## src/rtl/counter_display_bank.sv

```systemverilog
// counter_display_bank
//   Bank of NUM_DISPLAYS multi-digit up/down counters, one per seven_segment
//   driver. Each counter has its own HEX/DEC mode, a sticky overflow flag and
//   leading-zero blanking. A shared hold-to-auto-repeat FSM turns a held button
//   into a stream of steps.
//
// Ports
//   clk          system clock
//   reset        synchronous, active-high reset
//   button_down  single-cycle press pulse from the debouncer (one step)
//   button_held  debounced level, high while the button is pressed
//   sel          counter targeted by steps and clear
//   up_dn        1: increment, 0: decrement
//   dec_mode     per counter: 1 = BCD digits, 0 = hex digits
//   clear        zero counter sel and its overflow flag
//   encoded      digit values per counter, digit 0 = least significant
//   digit_point  decimal point enables, only the MSD shows overflow
//   blank        1 = leading zero that the display should blank
//   overflow     sticky wrap/saturate flag per counter
//
// Repeat FSM
//   state    | meaning
//   S_IDLE   | button released, no auto-repeat pending
//   S_ARMED  | button pressed, timer counting down the hold delay
//   S_REPEAT | hold delay elapsed, one step each time the timer reaches zero
module counter_display_bank #(
  parameter int NUM_DISPLAYS  = 2,
  parameter int NUM_DIGITS    = 4,
  parameter int WRAP          = 1,
  parameter int HOLD_CYCLES   = 50000000,
  parameter int REPEAT_CYCLES = 10000000,
  localparam int SEL_W = (NUM_DISPLAYS > 1) ? $clog2(NUM_DISPLAYS) : 1
) (
  input  logic                                       clk,
  input  logic                                       reset,
  input  logic                                       button_down,
  input  logic                                       button_held,
  input  logic [SEL_W-1:0]                           sel,
  input  logic                                       up_dn,
  input  logic [NUM_DISPLAYS-1:0]                    dec_mode,
  input  logic                                       clear,
  output logic [NUM_DISPLAYS-1:0][NUM_DIGITS-1:0][3:0] encoded,
  output logic [NUM_DISPLAYS-1:0][NUM_DIGITS-1:0]    digit_point,
  output logic [NUM_DISPLAYS-1:0][NUM_DIGITS-1:0]    blank,
  output logic [NUM_DISPLAYS-1:0]                    overflow
);

  localparam int TMR_MAX = (HOLD_CYCLES > REPEAT_CYCLES) ? HOLD_CYCLES : REPEAT_CYCLES;
  localparam int TMR_W   = (TMR_MAX > 1) ? $clog2(TMR_MAX) : 1;
  localparam logic [TMR_W-1:0] HOLD_LOAD = TMR_W'(HOLD_CYCLES - 1);
  localparam logic [TMR_W-1:0] REP_LOAD  = TMR_W'(REPEAT_CYCLES - 1);

  typedef enum logic [1:0] {S_IDLE, S_ARMED, S_REPEAT} rpt_state_t;

  rpt_state_t       rpt_state;
  logic [TMR_W-1:0] rpt_timer;
  logic             rpt_tick;
  logic             step;

  logic [NUM_DISPLAYS-1:0][NUM_DIGITS-1:0][3:0] count;
  logic [NUM_DISPLAYS-1:0][NUM_DIGITS-1:0][3:0] count_inc;
  logic [NUM_DISPLAYS-1:0][NUM_DIGITS-1:0][3:0] count_dec;
  logic [NUM_DISPLAYS-1:0] dec_q;
  logic [NUM_DISPLAYS-1:0] mode_chg;
  logic [NUM_DISPLAYS-1:0] hit;
  logic [NUM_DISPLAYS-1:0] at_max;
  logic [NUM_DISPLAYS-1:0] at_min;

  // The tick depends on the live button level so a release never produces
  // a step in the release cycle.
  assign rpt_tick = (rpt_state == S_REPEAT) && button_held && (rpt_timer == '0);
  assign step     = button_down || rpt_tick;
  assign mode_chg = dec_mode ^ dec_q;

  always_ff @(posedge clk) begin
    if (reset) begin
      rpt_state <= S_IDLE;
      rpt_timer <= '0;
    end else if (button_down) begin
      // A fresh press always restarts the hold delay.
      rpt_state <= S_ARMED;
      rpt_timer <= HOLD_LOAD;
    end else if (!button_held) begin
      rpt_state <= S_IDLE;
      rpt_timer <= '0;
    end else begin
      case (rpt_state)
        S_ARMED: begin
          if (rpt_timer == '0) begin
            rpt_state <= S_REPEAT;
            rpt_timer <= '0;
          end else begin
            rpt_timer <= rpt_timer - TMR_W'(1);
          end
        end
        S_REPEAT: begin
          if (rpt_timer == '0) rpt_timer <= REP_LOAD;
          else                 rpt_timer <= rpt_timer - TMR_W'(1);
        end
        default: begin
          rpt_state <= S_IDLE;
          rpt_timer <= '0;
        end
      endcase
    end
  end

  // An out-of-range sel matches no counter, so steps and clear are dropped.
  always_comb begin
    hit = '0;
    for (int i = 0; i < NUM_DISPLAYS; i++) begin
      hit[i] = (sel == SEL_W'(i));
    end
  end

  // Ripple carry/borrow across all digits. A carry (borrow) surviving past
  // the MSD means the counter was at max (zero); the rippled value is then
  // already the wrapped result.
  always_comb begin
    logic [3:0] dmax;
    logic       carry;
    logic       borrow;
    count_inc = count;
    count_dec = count;
    at_max    = '0;
    at_min    = '0;
    dmax      = 4'd0;
    carry     = 1'b0;
    borrow    = 1'b0;
    for (int i = 0; i < NUM_DISPLAYS; i++) begin
      dmax   = dec_q[i] ? 4'd9 : 4'd15;
      carry  = 1'b1;
      borrow = 1'b1;
      for (int d = 0; d < NUM_DIGITS; d++) begin
        if (carry) begin
          if (count[i][d] == dmax) begin
            count_inc[i][d] = 4'd0;
          end else begin
            count_inc[i][d] = count[i][d] + 4'd1;
            carry = 1'b0;
          end
        end
        if (borrow) begin
          if (count[i][d] == 4'd0) begin
            count_dec[i][d] = dmax;
          end else begin
            count_dec[i][d] = count[i][d] - 4'd1;
            borrow = 1'b0;
          end
        end
      end
      at_max[i] = carry;
      at_min[i] = borrow;
    end
  end

  // Priority per counter: mode change, then clear, then step.
  always_ff @(posedge clk) begin
    if (reset) begin
      count    <= '0;
      overflow <= '0;
      dec_q    <= dec_mode;
    end else begin
      dec_q <= dec_mode;
      for (int i = 0; i < NUM_DISPLAYS; i++) begin
        if (mode_chg[i] || (clear && hit[i])) begin
          count[i]    <= '0;
          overflow[i] <= 1'b0;
        end else if (step && hit[i]) begin
          if (up_dn) begin
            if (!at_max[i] || (WRAP != 0)) count[i] <= count_inc[i];
            if (at_max[i]) overflow[i] <= 1'b1;
          end else begin
            if (!at_min[i] || (WRAP != 0)) count[i] <= count_dec[i];
            if (at_min[i]) overflow[i] <= 1'b1;
          end
        end
      end
    end
  end

  assign encoded = count;

  always_comb begin
    logic upper_zero;
    blank       = '0;
    digit_point = '0;
    upper_zero  = 1'b1;
    for (int i = 0; i < NUM_DISPLAYS; i++) begin
      upper_zero = 1'b1;
      for (int d = NUM_DIGITS - 1; d >= 0; d--) begin
        upper_zero  = upper_zero && (count[i][d] == 4'd0);
        blank[i][d] = upper_zero && (d != 0);
      end
      digit_point[i][NUM_DIGITS-1] = overflow[i];
    end
  end

endmodule

```

## config.mk

```make
export PLATFORM = sky130hd
export DESIGN_NAME = counter_display_bank
export DESIGN_NICKNAME = d
export VERILOG_FILES = /design/src/rtl/counter_display_bank.sv
export SDC_FILE = /design/constraint.sdc
export NUM_CORES = 1
export LEC_CHECK = 0
export CAP_MARGIN = 30
export CORE_ASPECT_RATIO = 0.5
export CORE_MARGIN = 3
export CORE_UTILIZATION = 35
export DETAILED_ROUTE_END_ITERATION = 8
export SLEW_MARGIN = 20
export SYNTH_ARGS = -nofsm -noshare
export SYNTH_HDL_FRONTEND = slang
export SYNTH_SLANG_ARGS = --single-unit
```

## constraint.sdc

```tcl
create_clock -name clk -period 2.7 [get_ports clk]
set_clock_uncertainty 0.15 [all_clocks]
set_input_delay 0.405 -clock clk [delete_from_list [all_inputs] [get_ports clk]]
set_output_delay 0.405 -clock clk [all_outputs]
set_load 0.01 [all_outputs]
```

==> flow_metrics.tcl, run 1 <==
set metrics [dict create \
    fmax_ghz 0.3859 \
    gp_congestion 0.8135 \
    place_hpwl_um 8862 \
    setup_ws_ns 0.1085 \
    synth_top_area_cell "dfxtp_1" \
    grtUsageTotal_pct 16.89 \
    grt_overflow 0 \
    yosysTopAreaCellShare_pct 27.69 \
    tns_ns 0 \
    postRouteAntennaNets 0 \
    io_buffers 50 \
    viasPerCell 5.479 \
    firstDrtPassIters 4 \
    coreArea_um2 12370 \
    finalPower_mw 2.587 \
    synthTopCellsByArea "dfxtp_1 28%, ha_1 5.4%, nor2_1 4.5%, a21oi_1 4.4%, o21ai_0 4.3%" \
    peakVddDrop_mv 0.3347 \
    timing.hold.ws_ns 0.3234 \
    syn-instance-count 597 \
    placed_area_um2 5370 \
    synth_cell_type_count 72 \
    antenna_cells_inserted 0 \
    clock_sink_count 64 \
    layout_min_cycle_time_ns 2.592 \
    ios 59 \
    ys_seq_area_share_pct 27.69 \
    start_util_pct 37.41 \
    cts_hold_buf 0 \
    async_flop_share_pct 0 \
    fin_cells 825 \
    wl_um 12290 \
    synth_edf_count 0 \
    cap_violations 0 \
    slew_viol_final 0 \
    required_ns 2.14 \
    clk_pin_slew_ns 0.06 \
    fin_crit_sh_pct 95.98 \
    cts_buffers 9 \
    final_core_util_pct 46.32 \
    status "finished, final reports clean" \
    yosys_warnings 0 \
    pwr_density_cell_nw_per_um2 451.6 \
    worst_skew_pair.late_latency_ns 0.34 \
    syn2layout_area_growth_pct 23.80 \
    first_iter_violations 230 \
    cts_htree_levels 3 \
    antenna_found_initial 0 \
    syn_area_per_cell_um2 7.750 \
    ys_seq_elements 64 \
    synthesis.area_um2 4627 \
    crit_arrival_ns 2.04 \
    tritoncts "done" \
    critPathLaunchType "register" \
    critPathKind "reg2out" \
    grt_pass1_wl_um 20150 \
    drc 0 \
    rows 28 \
    layout-drive-gt1-share_pct 13.79 \
    grt_pass1_vias 3933 \
    place_inst 807 \
    die_h_um 87.30 \
    nets 684 \
    hp-class "reg2reg" \
    p_leak_nw 2.195 \
    fp.dieW_um 168.6 \
    grt_max_degree 48 \
    critPathCaptureType "primary output" \
    design_area_um2 5728 \
    relSlewSlack_pct 56.45 \
    wire_per_inst_um 14.90 \
    cts_max_path_buffers 2 \
    rsz0062_at_grt "no" \
    vias 4520 \
    synthFlopType "dfxtp_1" \
    worst_slew_pin_slew_ns 0.6532 \
    dpl_worst_slack_ns 0.1478 \
    dieArea_um2 14720 \
    setup_violations 0 \
    path_max_fanout 3 \
    hold_violations 0 \
    clockRootBuffer "clkbuf_16" \
    num-fill-cells 1238 \
]
==> state kept, by name, indices dropped and copies added (netlist names) <==
register   count
dec_q          2
overflow       2
rpt_state      2
encoded       32
rpt_timer     26
==> cell families after synthesis <==
family | share of synthesized area (%)
XOR/XNOR | 4.543
other | 0.08105
buffers and inverters | 8.356
flip-flops | 27.69
AO/OA/AOI/OAI | 26.04
adder cells (fa/ha/maj) | 5.408
multiplexers | 1.163
AND/OR/NAND/NOR | 26.72
==> routing by layer <==
metal  GRT usage (%)  vias up  share of wire [%]
met1           24.00     2121                 50
met2           25.32      107                 43
met4           5.419        0                1.2
met3           3.898       12                5.6
li1                -     2280                  -
met5               0        -                  0
==> timing repair <==
action	in CTS	in global routing
endpoints found under the setup margin	2	11
buffers inserted	0	2
resized for setup	2	11
pin swaps	1	3
==> cell type report <==
class / instances / area [um^2] / area share (%)
Clock buffer: 11 / 242.7 / 4.238
Clock inverter: 5 / 56.30 / 0.9830
Inverter: 41 / 153.9 / 2.687
Multi-Input combinational cell: 454 / 3023 / 52.77
Sequential cell: 64 / 1285 / 22.43
Tap cell: 165 / 206.4 / 3.604
Timing Repair Buffer: 85 / 760.7 / 13.28
==> worst max-delay path, stage by stage (launching register included) <==
cell and delay [ns]:
dfxtp_1 0.31, inv_1 0.05, ha_1 0.17, nor3b_1 0.28, nand3_1 0.18, nor2_1 0.16
clkdlybuf4s50_1 0.55
==> cell usage after synthesis, drive strengths merged (3+ instances only) <==
cell     number
nand2        44
or3           8
nor4          9
or3b          6
a21oi        42
a211oi       12
and3         11
a31oi         8
o211ai       13
a311oi        6
o21ai        42
nor3         12
ha           20
nand2b        7
o31ai         7
o211a         4
nor2b        10
inv          41
a22oi         5
o22ai         6
dfxtp        64
and3b         6
nor3b        12
nor2         59
o32ai         4
xor2         11
mux2          3
clkbuf       26
nand4         8
buf          19
xnor2        13
o41ai         4
nand3        13
or4           8
o2111ai       4
==> power by group <==
group	leakage, nW	internal (mW)	switching, mW
registers	0.523	0.970	0.0286
logic	1.53	0.171	0.232
clock network	0.145	0.738	0.447
==> worst paths after layout <==
path            startpoint     endpoint  slack [ns]  cells past startpoint
min            overflow[1]  overflow[1]        0.32                      2
max             encoded[8]     blank[1]        0.11                      6
max reg2reg  rpt_timer[11]   encoded[3]        0.15                      6
min reg2reg    overflow[1]  overflow[1]        0.32                      2
==> cells in the final DEF (no fill, tap or decap), drive strengths merged, types with 8 or more instances in the layout <==
| master | synthesis | layout |
|---|---|---|
| nor3b | 12 | 12 |
| nand3 | 13 | 13 |
| xnor2 | 13 | 13 |
| nand2 | 44 | 44 |
| nor2 | 59 | 59 |
| o21ai | 42 | 42 |
| or3 | 8 | 8 |
| a31oi | 8 | 8 |
| o211ai | 13 | 13 |
| xor2 | 11 | 11 |
| a21oi | 42 | 42 |
| nor3 | 12 | 12 |
| and3 | 11 | 11 |
| dfxtp | 64 | 64 |
| nor4 | 9 | 9 |
| clkdlybuf4s50 | 0 | 48 |
| clkbuf | 26 | 11 |
| nand4 | 8 | 8 |
| inv | 41 | 41 |
| or4 | 8 | 8 |
| a211oi | 12 | 12 |
| conb | 1 | 8 |
| buf | 19 | 36 |
| nor2b | 10 | 10 |
| ha | 20 | 20 |
No activity file was read; power rests on OpenSTA's default activity.
==> run 2, diff against run 1 <==
--- a/config.mk
+++ b/config.mk
@@ -9,6 +9,7 @@
 export CORE_ASPECT_RATIO = 0.5
 export CORE_MARGIN = 3
 export CORE_UTILIZATION = 35
+export CTS_CLUSTER_SIZE = 14
 export DETAILED_ROUTE_END_ITERATION = 8
 export SLEW_MARGIN = 20
 export SYNTH_ARGS = -nofsm -noshare
==> results of run 2 <==
No change in the layout: final DEF, timing and power equal those of run 1.
==> run 3, diff against run 2 <==
--- a/config.mk
+++ b/config.mk
@@ -5,6 +5,7 @@
 export SDC_FILE = /design/constraint.sdc
 export NUM_CORES = 1
 export LEC_CHECK = 0
+export ABC_CLOCK_PERIOD_IN_PS = 2700
 export CAP_MARGIN = 30
 export CORE_ASPECT_RATIO = 0.5
 export CORE_MARGIN = 3
==> results of run 3 <==
No change in the layout: final DEF, timing and power equal those of run 1.
